**src/rtl/lsu_dmem_ctrl.sv**
```systemverilog
// Pipelined load/store controller between the core execute stage and data memory.
// Holds one request for issue, tracks in-flight accesses in a tag FIFO and returns completions in order.
module lsu_dmem_ctrl #(
    parameter int addr_width_p      = 32,
    parameter int data_width_p      = 32,
    parameter int max_outstanding_p = 4,
    parameter int tag_width_p       = 5
) (
    input  logic                                     clk,
    input  logic                                     n_reset,
    input  logic                                     req_valid_i,
    output logic                                     req_ready_o,
    input  logic                                     req_wen_i,
    input  logic [1:0]                               req_size_i,
    input  logic                                     req_signed_i,
    input  logic [addr_width_p-1:0]                  req_addr_i,
    input  logic [data_width_p-1:0]                  req_wdata_i,
    input  logic [tag_width_p-1:0]                   req_tag_i,
    output logic                                     mem_valid_o,
    output logic                                     mem_wen_o,
    output logic [1:0]                               mem_size_o,
    output logic [addr_width_p-1:0]                  mem_addr_o,
    output logic [data_width_p-1:0]                  mem_wdata_o,
    input  logic                                     mem_yumi_i,
    input  logic                                     mem_rvalid_i,
    input  logic [data_width_p-1:0]                  mem_rdata_i,
    output logic                                     mem_yumi_o,
    output logic                                     rsp_valid_o,
    input  logic                                     rsp_ready_i,
    output logic                                     rsp_is_load_o,
    output logic [tag_width_p-1:0]                   rsp_tag_o,
    output logic [data_width_p-1:0]                  rsp_data_o,
    output logic [$clog2(max_outstanding_p+1)-1:0]   outstanding_o,
    output logic                                     misalign_o,
    output logic                                     err_o
);

    localparam int nb_lp    = data_width_p / 8;
    localparam int off_w_lp = $clog2(nb_lp);
    localparam int cnt_w_lp = $clog2(max_outstanding_p + 1);
    localparam int ptr_w_lp = (max_outstanding_p > 1) ? $clog2(max_outstanding_p) : 1;

    typedef struct packed {
        logic [tag_width_p-1:0] tag;
        logic [1:0]             size;
        logic                   sgn;
        logic                   wen;
        logic [off_w_lp-1:0]    off;
    } entry_t;

    logic                      pending_q, pending_d;
    logic                      wen_q, wen_d;
    logic [1:0]                size_q, size_d;
    logic                      sgn_q, sgn_d;
    logic [addr_width_p-1:0]   addr_q, addr_d;
    logic [data_width_p-1:0]   wdata_q, wdata_d;
    logic [tag_width_p-1:0]    tag_q, tag_d;
    logic [ptr_w_lp-1:0]       wr_ptr_q, wr_ptr_d;
    logic [ptr_w_lp-1:0]       rd_ptr_q, rd_ptr_d;
    logic [cnt_w_lp-1:0]       outstanding_q, outstanding_d;
    logic                      misalign_q, misalign_d;
    logic                      err_q, err_d;

    logic                      accept;
    logic                      illegal;
    logic                      issue;
    logic                      fifo_nonempty;
    logic                      pop;
    logic                      spurious;
    logic [data_width_p-1:0]   wdata_rep;
    logic [data_width_p-1:0]   lane_data;
    logic [data_width_p-1:0]   ext_mask;
    logic [data_width_p-1:0]   load_data;
    logic                      msb;
    entry_t                    fifo_mem [max_outstanding_p];
    entry_t                    head;
    entry_t                    push_entry;

    // Ready depends only on registered state, so mem_yumi_i never reaches req_ready_o.
    assign req_ready_o = !pending_q &&
        (({1'b0, outstanding_q} + (cnt_w_lp+1)'(pending_q)) < (cnt_w_lp+1)'(max_outstanding_p));
    assign accept = req_valid_i && req_ready_o;

    always_comb begin
        illegal = 1'b0;
        case (req_size_i)
            2'd1:    illegal = req_addr_i[0];
            2'd2:    illegal = |req_addr_i[1:0];
            2'd3:    illegal = (data_width_p != 64) || (|req_addr_i[2:0]);
            default: illegal = 1'b0;
        endcase
    end

    // Each byte lane takes the matching byte of the size-wide store value.
    for (genvar gi = 0; gi < nb_lp; gi++) begin : g_lane
        assign wdata_rep[gi*8 +: 8] =
            (req_size_i == 2'd0) ? req_wdata_i[7:0] :
            (req_size_i == 2'd1) ? req_wdata_i[(gi%2)*8 +: 8] :
            (req_size_i == 2'd2) ? req_wdata_i[(gi%4)*8 +: 8] :
                                   req_wdata_i[gi*8 +: 8];
    end

    assign issue         = pending_q && mem_yumi_i;
    assign fifo_nonempty = (outstanding_q != '0);
    assign head          = fifo_mem[rd_ptr_q];
    assign rsp_valid_o   = mem_rvalid_i && fifo_nonempty;
    assign pop           = rsp_valid_o && rsp_ready_i;
    assign spurious      = mem_rvalid_i && !fifo_nonempty;
    assign mem_yumi_o    = pop || spurious;

    assign push_entry = '{tag: tag_q, size: size_q, sgn: sgn_q, wen: wen_q,
                          off: addr_q[off_w_lp-1:0]};

    always_comb begin
        pending_d     = pending_q;
        wen_d         = wen_q;
        size_d        = size_q;
        sgn_d         = sgn_q;
        addr_d        = addr_q;
        wdata_d       = wdata_q;
        tag_d         = tag_q;
        wr_ptr_d      = wr_ptr_q;
        rd_ptr_d      = rd_ptr_q;
        outstanding_d = outstanding_q;
        misalign_d    = accept && illegal;
        err_d         = err_q || (accept && illegal) || spurious;

        if (issue) begin
            pending_d = 1'b0;
            wr_ptr_d  = (wr_ptr_q == ptr_w_lp'(max_outstanding_p - 1)) ? '0 : wr_ptr_q + ptr_w_lp'(1);
        end
        if (accept && !illegal) begin
            pending_d = 1'b1;
            wen_d     = req_wen_i;
            size_d    = req_size_i;
            sgn_d     = req_signed_i;
            addr_d    = req_addr_i;
            wdata_d   = wdata_rep;
            tag_d     = req_tag_i;
        end
        if (pop) begin
            rd_ptr_d = (rd_ptr_q == ptr_w_lp'(max_outstanding_p - 1)) ? '0 : rd_ptr_q + ptr_w_lp'(1);
        end
        if (issue && !pop) begin
            outstanding_d = outstanding_q + cnt_w_lp'(1);
        end else if (pop && !issue) begin
            outstanding_d = outstanding_q - cnt_w_lp'(1);
        end
    end

    always_ff @(posedge clk) begin
        if (!n_reset) begin
            pending_q     <= 1'b0;
            wen_q         <= 1'b0;
            size_q        <= '0;
            sgn_q         <= 1'b0;
            addr_q        <= '0;
            wdata_q       <= '0;
            tag_q         <= '0;
            wr_ptr_q      <= '0;
            rd_ptr_q      <= '0;
            outstanding_q <= '0;
            misalign_q    <= 1'b0;
            err_q         <= 1'b0;
        end else begin
            pending_q     <= pending_d;
            wen_q         <= wen_d;
            size_q        <= size_d;
            sgn_q         <= sgn_d;
            addr_q        <= addr_d;
            wdata_q       <= wdata_d;
            tag_q         <= tag_d;
            wr_ptr_q      <= wr_ptr_d;
            rd_ptr_q      <= rd_ptr_d;
            outstanding_q <= outstanding_d;
            misalign_q    <= misalign_d;
            err_q         <= err_d;
        end
    end

    // Entry storage carries no reset; the pointers and count define what is valid.
    always_ff @(posedge clk) begin
        if (issue) begin
            fifo_mem[wr_ptr_q] <= push_entry;
        end
    end

    always_comb begin
        lane_data = mem_rdata_i >> {head.off, 3'b000};
        case (head.size)
            2'd0: begin
                ext_mask = data_width_p'(8'hFF);
                msb      = lane_data[7];
            end
            2'd1: begin
                ext_mask = data_width_p'(16'hFFFF);
                msb      = lane_data[15];
            end
            2'd2: begin
                ext_mask = data_width_p'(32'hFFFF_FFFF);
                msb      = lane_data[31];
            end
            default: begin
                ext_mask = '1;
                msb      = lane_data[data_width_p-1];
            end
        endcase
        load_data = lane_data & ext_mask;
        if (head.sgn && msb) begin
            load_data = load_data | ~ext_mask;
        end
    end

    assign rsp_is_load_o = rsp_valid_o && !head.wen;
    assign rsp_tag_o     = rsp_valid_o ? head.tag : '0;
    assign rsp_data_o    = rsp_is_load_o ? load_data : '0;

    assign mem_valid_o   = pending_q;
    assign mem_wen_o     = wen_q;
    assign mem_size_o    = size_q;
    assign mem_addr_o    = addr_q;
    assign mem_wdata_o   = wdata_q;
    assign outstanding_o = outstanding_q;
    assign misalign_o    = misalign_q;
    assign err_o         = err_q;

endmodule

```
**config.mk**
```make
export PLATFORM = sky130hd
export DESIGN_NAME = lsu_dmem_ctrl
export DESIGN_NICKNAME = d
export VERILOG_FILES = /design/src/rtl/lsu_dmem_ctrl.sv
export SDC_FILE = /design/constraint.sdc
export NUM_CORES = 1
export LEC_CHECK = 0
export BUFFER_PORTS_ARGS = -buffer_cell sky130_fd_sc_hd__buf_2
export CORE_MARGIN = 3
export CORE_UTILIZATION = 52
export CTS_BUF_LIST = sky130_fd_sc_hd__clkbuf_4
export DETAILED_ROUTE_END_ITERATION = 8
export GPL_TIMING_DRIVEN = 0
export PLACE_DENSITY = 0.83
export SLEW_MARGIN = 25
export SYNTH_ARGS = -nofsm -noshare
export SYNTH_HDL_FRONTEND = slang
export SYNTH_SLANG_ARGS = --single-unit
```
**constraint.sdc**
```tcl
create_clock -name clk -period 2.83 [get_ports clk]
set_input_delay 0.1415 -clock clk [delete_from_list [all_inputs] [get_ports clk]]
set_output_delay 0.1415 -clock clk [all_outputs]
set_load 0.02 [all_outputs]
```
## Yosys cells after proc, flatten, opt, wreduce, memory -nomap -nowiden

Memory sizes are Yosys's and may differ from the RTL's. A register that Yosys moved wholly into a read port is not among the register bits.
Index checks and enable logic that the tools add are counted.

- $add $sub $neg: 5
- Order comparisons: 1
- Eq/ne operators: 6
- Shift-type cells: 1
- Mux-type cells: 21
- Bitwise gates (word level): 3
- Reduce and logical (&&, ||, !) cells: 27

Operators with widths:

| cell | count |
|---|---|
| $mux 32 | 2 |
| $pmux 32 s2 | 1 |
| $mux 8 | 5 |
| $and 32x32->32 | 1 |
| $not 32->32 | 1 |
| $or 32x32->32 | 1 |
| $shr 32x5->32 | 1 |
| $logic_and 1x1->1 | 12 |
| $eq 2x2->1 const B | 4 |
| $mux 2 | 4 |
| $logic_not 1->1 | 6 |
| $mux 3 | 2 |
| $mux 5 | 1 |
| $add 2x1->2 const B | 2 |
| $add 3x1->4 | 1 |
| $eq 2x1->1 const B | 2 |
| $logic_not 2->1 | 2 |
| $lt 4x3->1 const B | 1 |
| $mux 1 | 4 |
| $reduce_bool 2->1 | 2 |
| $add 3x1->3 const B | 1 |
| $logic_or 1x1->1 | 3 |
| $pmux 1 s3 | 1 |
| $reduce_bool 3->1 | 1 |
| other kinds (3) | 3 |

- Register bits after elaboration: 83
- Bits in writable memories: 44
- Input bits: 111
- Logic and storage cells: 77
- Memories: 1

Memories:

| memory | depth | width | read ports | clocked after memory_dff | write ports | line | text |
|---|---|---|---|---|---|---|---|
| fifo_mem | 4 | 11 | 1 | 1 | 1 | 75 | `entry_t fifo_mem [max_outstanding_p];` |

## Longest topological paths before layout

- Depth after elaboration: 7
- Depth in mapped cells: 9
- Depth with buffers taken out: 9

## Worst setup path before layout

Ideal clock, no wire load.

- Path kind: register to register
- Start: register outstanding_q[0], in the netlist outstanding_o[0]
- End: register outstanding_q[2], in the netlist outstanding_o[2]
- Setup time: 70 ps
- Data arrival time: 2761 ps
- Data required time: 2760 ps
- Slack: -1 ps
- Stages on the path, launching flop included: 10
- Path through: dfxtp_1 o31ai_1 inv_1 nand2_1 ha_1 inv_1 fa_1 xor2_1 or3_1 a21oi_1

- Longest elaborated chain between the ends: 6
- Elaborated cells on any way between the ends: 11

Ends and longest elaborated chain:

| what | line | text |
|---|---|---|
| from (decl) | 60 | `logic [cnt_w_lp-1:0] outstanding_q, outstanding_d;` |
| from (signal assigned) | 175 | `outstanding_q <= outstanding_d;` |
| $reduce_bool 3->1 (*) | 104 | `assign fifo_nonempty = (outstanding_q != '0);` |
| $logic_and 1x1->1 (*) | 106 | `assign rsp_valid_o = mem_rvalid_i && fifo_nonempty;` |
| named net rsp_valid_o | 28 | `output logic rsp_valid_o,` |
| $logic_and 1x1->1 (*) | 107 | `assign pop = rsp_valid_o && rsp_ready_i;` |
| $logic_not 1->1 | 144 | `if (issue && !pop) begin` |
| $logic_and 1x1->1 | 144 |  |
| $mux 3 or $reduce_bool 2->1 (tied branches) | - |  |

Mark *: on every way through the listed nets, which the timed path passes. The rest lies on a longest branch. The select of a mux whose other input is x is not followed.
A chain may end at the register's enable or synchronous reset.

==> flow_results.org <==
** CTS
- Clock network latency to the later pin of the worst-skew pair :: 0.53 ns
- The tree is rooted in a sky130_fd_sc_hd__clkbuf_4.
- CTS saw 129 sinks.
- Clock tree from TritonCTS :: built
- Post-CTS clock slew at the launch and capture registers of the worst setup and hold paths :: 0.10 ns
- Cts bufs inserted :: 17
- H-tree lvl count :: 4
- Maximum count of clock buffers along a single path :: 2

** Final layout
- Final-stage net count :: 1062
- ANT cells :: 0
- Layout area overhead :: 43.8%
- Final std cells w/o fill :: 1100
- Fraction of final layout cells with drive strength greater than 1 :: 0.348

** Critical path
- CP arrival :: 2.72 ns
- The setup check on the worst reg-to-reg path leaves a slack of 0.13 ns.
- WS Path Type :: reg -> out
- Startpoint types :: register
- Walking the worst path, the cells encountered are buf_6, mux4_2, mux2_4, a221oi_4, buf_6, o31ai_2, buf_2.
- Crit path top cell by count :: sky130_fd_sc_hd__buf_6
- Measured in cells, the most critical reg-to-reg path has a length of 6.
- In this run the critical register-to-register path is launched from outstanding_o[2]$_SDFFE_PN0P_.
- Of all nets on the critical path, the largest fanout is 5.
- The largest single stage delay on the critical path is 0.56 ns.
- Critical Path Sink Type :: output port
- Among all stages on the critical path, the largest delay is contributed by sky130_fd_sc_hd__mux4_2.
- Data on the critical path is required at its endpoint by 2.69 ns.
- Reg2Reg Capture Point :: mem_valid_o$_SDFFE_PN0P_

** GRT
- Maximum number of pins on one net before global-route repair :: 17
- Global-route usage over all layers :: 0.322
- The number of global-route vias before repair is 6570.
- Grt ovf :: 0
- The number of antenna violations at the first check in global routing was 0.
- The first global-routing pass estimated 33.5 mm of wire.

** Timing
- For the pin with the worst max-slew slack, the measured transition is 0.722 ns.
- Worst Skew :: 0.0233 ns
- Setup violations remaining at the end of the flow were counted as 16.
- Rel. slew slack :: 0.519
- Timing would allow up to 349 MHz.
- Unrepaired setup endpoints after global routing :: yes
- Final slew viol count :: 0
- Period Utilization, post-route :: 1.01
- The worst path in the final design needs a cycle of 2.87 ns, including I/O delays and setup.
- The hold violation total from the final report came to 0.
- Setup slack on the critical path of the routed design comes to -0.0365 ns.

** Routing
- Wire length reported by the detailed router :: 21.8 mm
- Once detail routing completed, the nets flagged for antenna violations numbered 0.
- Iteration-0 DRC count of the detailed router :: 850
- Detailed-routing iteration count for the pre-antenna-repair pass :: 7
- In the final routed layout, each cell accounts on average for 19.8 um.
- Average vias per placed instance :: 6.15
- After detailed routing, the number of remaining DRC violations is 0.
- Total number of vias :: 6768

** Synthesis
- Async set-or-reset flop fraction in the synthesized netlist :: 0
- Synth Area in Adders :: 0.0153
- For this run, the number of Yosys warnings is 0.
- Register bit total from synthesis :: 129
- After synthesis, the share of cell area in mux cells is 0.124.
- Syn Inst Count :: 613
- Counting distinct cell types in the post-synthesis netlist gives 43.
- Of the total synthesized cell area, the portion taken by AND, OR, NAND and NOR gates is 0.109.
- For this run, the register share of the synthesized area comes to 0.486.
- After synthesis the cells add up to 6210 um^2.
- Prevailing post-synth register cell :: sky130_fd_sc_hd__dfxtp_1
- Synthesized area divided by synthesized cell count :: 10.1 um^2
- Compound-gate portion of the synthesized area :: 0.216
- Of the total synthesized cell area, the portion taken by XOR and XNOR cells is 0.00282.
- Combinational family with the most area after synthesis :: compound AO/OA/AOI/OAI gates
- The number of nets in the synthesized netlist is 731.
- Post-synth EDFFs :: 44

** Outcome
- Failing checks :: negative setup slack
- The flow ran to the end, but the final reports show violations.

** Placed design
- The wire-length estimate of the detail-placed layout is 13.6 mm.
- Count of placed standard cells including taps :: 980
- Post-place setup slack :: 0.0756 ns
- In this run the tool buffered the top-level ports with 224 buffer cells.
- At the end of routability-driven placement, the weighted congestion stood at 0.902.

** Worst hold path
- In this run the most critical hold path is launched from mem_yumi_i.
- Type of the most critical hold path :: in -> reg
- End point of the worst hold path :: wr_ptr_q[1]$_SDFFE_PN0P_
- Hold depth :: 4

** Floorplan
- Die Span X :: 115 um
- Height of the chip :: 115 um
- Total I/O pin count :: 225
- Number of standard-cell rows in the floorplan :: 39
- Full die area :: 13300 um^2
- Area of the placeable core :: 11600 um^2
- Effective utilization at floorplan :: 0.537

** Pwr
- For this design the static power due to leakage is 3.68 nW.
- Maximum VDD drop :: 0.000370 V
- Power density over cell area :: 514 nW/um^2

** Flow run
- Total of max-cap violations :: 0
state kept, by name, summed over array words and instances, names as in the netlist, named ones only:
name,count
mem_wdata_o,32
mem_size_o,2
sgn_q,1
misalign_o,1
mem_wen_o,1
outstanding_o,3
mem_valid_o,1
wr_ptr_q,2
tag_q,5
mem_addr_o,32
rd_ptr_q,2
err_o,1
fifo_mem,44
area by class of cell:
type / instances / area, um^2
Multi-Input combinational cell: 419 / 3090
Clock inverter: 13 / 136
Clock buffer: 19 / 143
Inverter: 9 / 33.8
Sequential cell: 129 / 3020
Fill cell: 722 / 2630
Tap cell: 143 / 179
Buffer: 56 / 275
Timing Repair Buffer: 312 / 2050
layout by cell type, fill, tap and decap left out, types with 4 or more instances in the layout:
cell type,n
sky130_fd_sc_hd__and3_1,4
sky130_fd_sc_hd__a311oi_1,8
sky130_fd_sc_hd__nor2_1,18
sky130_fd_sc_hd__buf_6,16
sky130_fd_sc_hd__and2_1,6
sky130_fd_sc_hd__ha_1,6
sky130_fd_sc_hd__o2111ai_1,8
sky130_fd_sc_hd__dfxtp_1,84
sky130_fd_sc_hd__inv_1,8
sky130_fd_sc_hd__nand3b_1,7
sky130_fd_sc_hd__a221oi_1,8
sky130_fd_sc_hd__buf_4,14
sky130_fd_sc_hd__edfxtp_1,44
sky130_fd_sc_hd__a21oi_1,78
sky130_fd_sc_hd__a211oi_1,21
sky130_fd_sc_hd__clkbuf_4,20
sky130_fd_sc_hd__o31ai_4,11
sky130_fd_sc_hd__nor2b_1,5
sky130_fd_sc_hd__o21ai_0,67
sky130_fd_sc_hd__nand2_1,31
sky130_fd_sc_hd__mux4_2,13
sky130_fd_sc_hd__o31ai_1,4
sky130_fd_sc_hd__nand3_1,51
sky130_fd_sc_hd__clkbuf_1,36
sky130_fd_sc_hd__mux2i_1,26
sky130_fd_sc_hd__mux2_2,17
sky130_fd_sc_hd__buf_1,8
sky130_fd_sc_hd__buf_2,213
sky130_fd_sc_hd__dlygate4sd3_1,79
routing by layer:
metal / GRT usage / share of wire / wire length, um
met1: 0.372 / 0.36 / 7740
met2: 0.544 / 0.49 / 10600
met3: 0.106 / 0.11 / 2380
met4: 0.149 / 0.050 / 1080
met5: 0 / 0 / 0
logic make-up (layout without fill, tap and decap cells):
family | Yosys count | after routing
AOI/OAI and AO/OA | 218 | 218
xor gates and xnor gates | 2 | 2
muxes | 58 | 58
buffers and inverters | 65 | 409
DFF | 129 | 129
adders and majority gates | 7 | 7
and+or+nand+nor | 134 | 134
critical path: cells and delay by family, from the launching register on:
family / cells / cell delay, ns
buffers and inverters: 3 / 0.49
DFF: 1 / 0.34
muxes: 2 / 0.91
AOI/OAI and AO/OA: 2 / 0.47
repair_timing:
item	in CTS	in global routing
hold buffers	79	0
endpoints found under the hold margin	75	0
endpoints found under the setup margin	29	34
setup buffers	7	1
pin swaps	10	7
gates resized for setup	34	29
gates cloned	1	0
through the flow:
stage | instance area (um^2) | hold WS (ns) | TNS (ns) | total power, mW | util
2_1_floorplan | 6220 | 0.259 | 0 | 2.79 | -
3_3_place_gp | 7520 | 0.397 | 0 | 3.17 | 0.650
3_5_place_dp | 7520 | 0.400 | 0 | 3.18 | 0.650
4_1_cts | 8800 | 0.00400 | -0.572 | 4.51 | 0.761
5_1_grt | 8940 | 0.0438 | -3.52 | 4.77 | 0.773
6_report | 8940 | 0.0467 | -0.378 | 4.59 | 0.773
synthesized netlist by cell type (2+ instances only):
cell type	instances	area share
sky130_fd_sc_hd__mux4_2	13	0.047
sky130_fd_sc_hd__a221oi_1	8	0.011
sky130_fd_sc_hd__or3_1	2	0.0020
sky130_fd_sc_hd__ha_1	6	0.012
sky130_fd_sc_hd__clkbuf_1	36	0.022
sky130_fd_sc_hd__a21oi_1	78	0.063
sky130_fd_sc_hd__dfxtp_1	85	0.27
sky130_fd_sc_hd__nor3_1	3	0.0024
sky130_fd_sc_hd__mux2_2	17	0.031
sky130_fd_sc_hd__and2_1	6	0.0060
sky130_fd_sc_hd__nor2_1	20	0.012
sky130_fd_sc_hd__buf_4	4	0.0048
sky130_fd_sc_hd__mux2i_1	26	0.042
sky130_fd_sc_hd__inv_1	8	0.0048
sky130_fd_sc_hd__o21a_1	3	0.0036
sky130_fd_sc_hd__buf_2	5	0.0040
sky130_fd_sc_hd__buf_1	8	0.0048
sky130_fd_sc_hd__xor2_1	2	0.0028
sky130_fd_sc_hd__a211oi_1	22	0.027
sky130_fd_sc_hd__buf_6	3	0.0054
sky130_fd_sc_hd__edfxtp_1	44	0.21
sky130_fd_sc_hd__nor2b_1	6	0.0060
sky130_fd_sc_hd__nand2_1	31	0.019
sky130_fd_sc_hd__o22ai_1	2	0.0020
sky130_fd_sc_hd__nand3b_1	7	0.0085
sky130_fd_sc_hd__o31ai_1	18	0.022
sky130_fd_sc_hd__o21ai_0	67	0.054
sky130_fd_sc_hd__and3_1	4	0.0040
sky130_fd_sc_hd__nand3_1	51	0.041
sky130_fd_sc_hd__o2111ai_1	8	0.011
sky130_fd_sc_hd__a311oi_1	8	0.011
power by group:
| group | total [mW] | switching (mW) | internal, mW |
|---|---|---|---|
| logic | 1.27 | 0.775 | 0.495 |
| registers | 2.09 | 0.0757 | 2.02 |
| clock network | 1.23 | 0.686 | 0.544 |
| total | 4.59 | 1.54 | 3.06 |
worst max-delay path by stage:
stage                             startpoint                       endpoint  slack [ns]
3_3_place_gp   outstanding_o[0]$_SDFFE_PN0P_  outstanding_o[2]$_SDFFE_PN0P_        0.10
2_1_floorplan  outstanding_o[0]$_SDFFE_PN0P_  outstanding_o[2]$_SDFFE_PN0P_        0.23
5_1_grt                             register                 rsp_data_o[22]       -0.15
3_5_place_dp   outstanding_o[0]$_SDFFE_PN0P_  outstanding_o[2]$_SDFFE_PN0P_        0.08
4_1_cts                             register                 rsp_data_o[31]       -0.05
6_report                            register                 rsp_data_o[21]       -0.04
(Power assumes the default switching activity.)
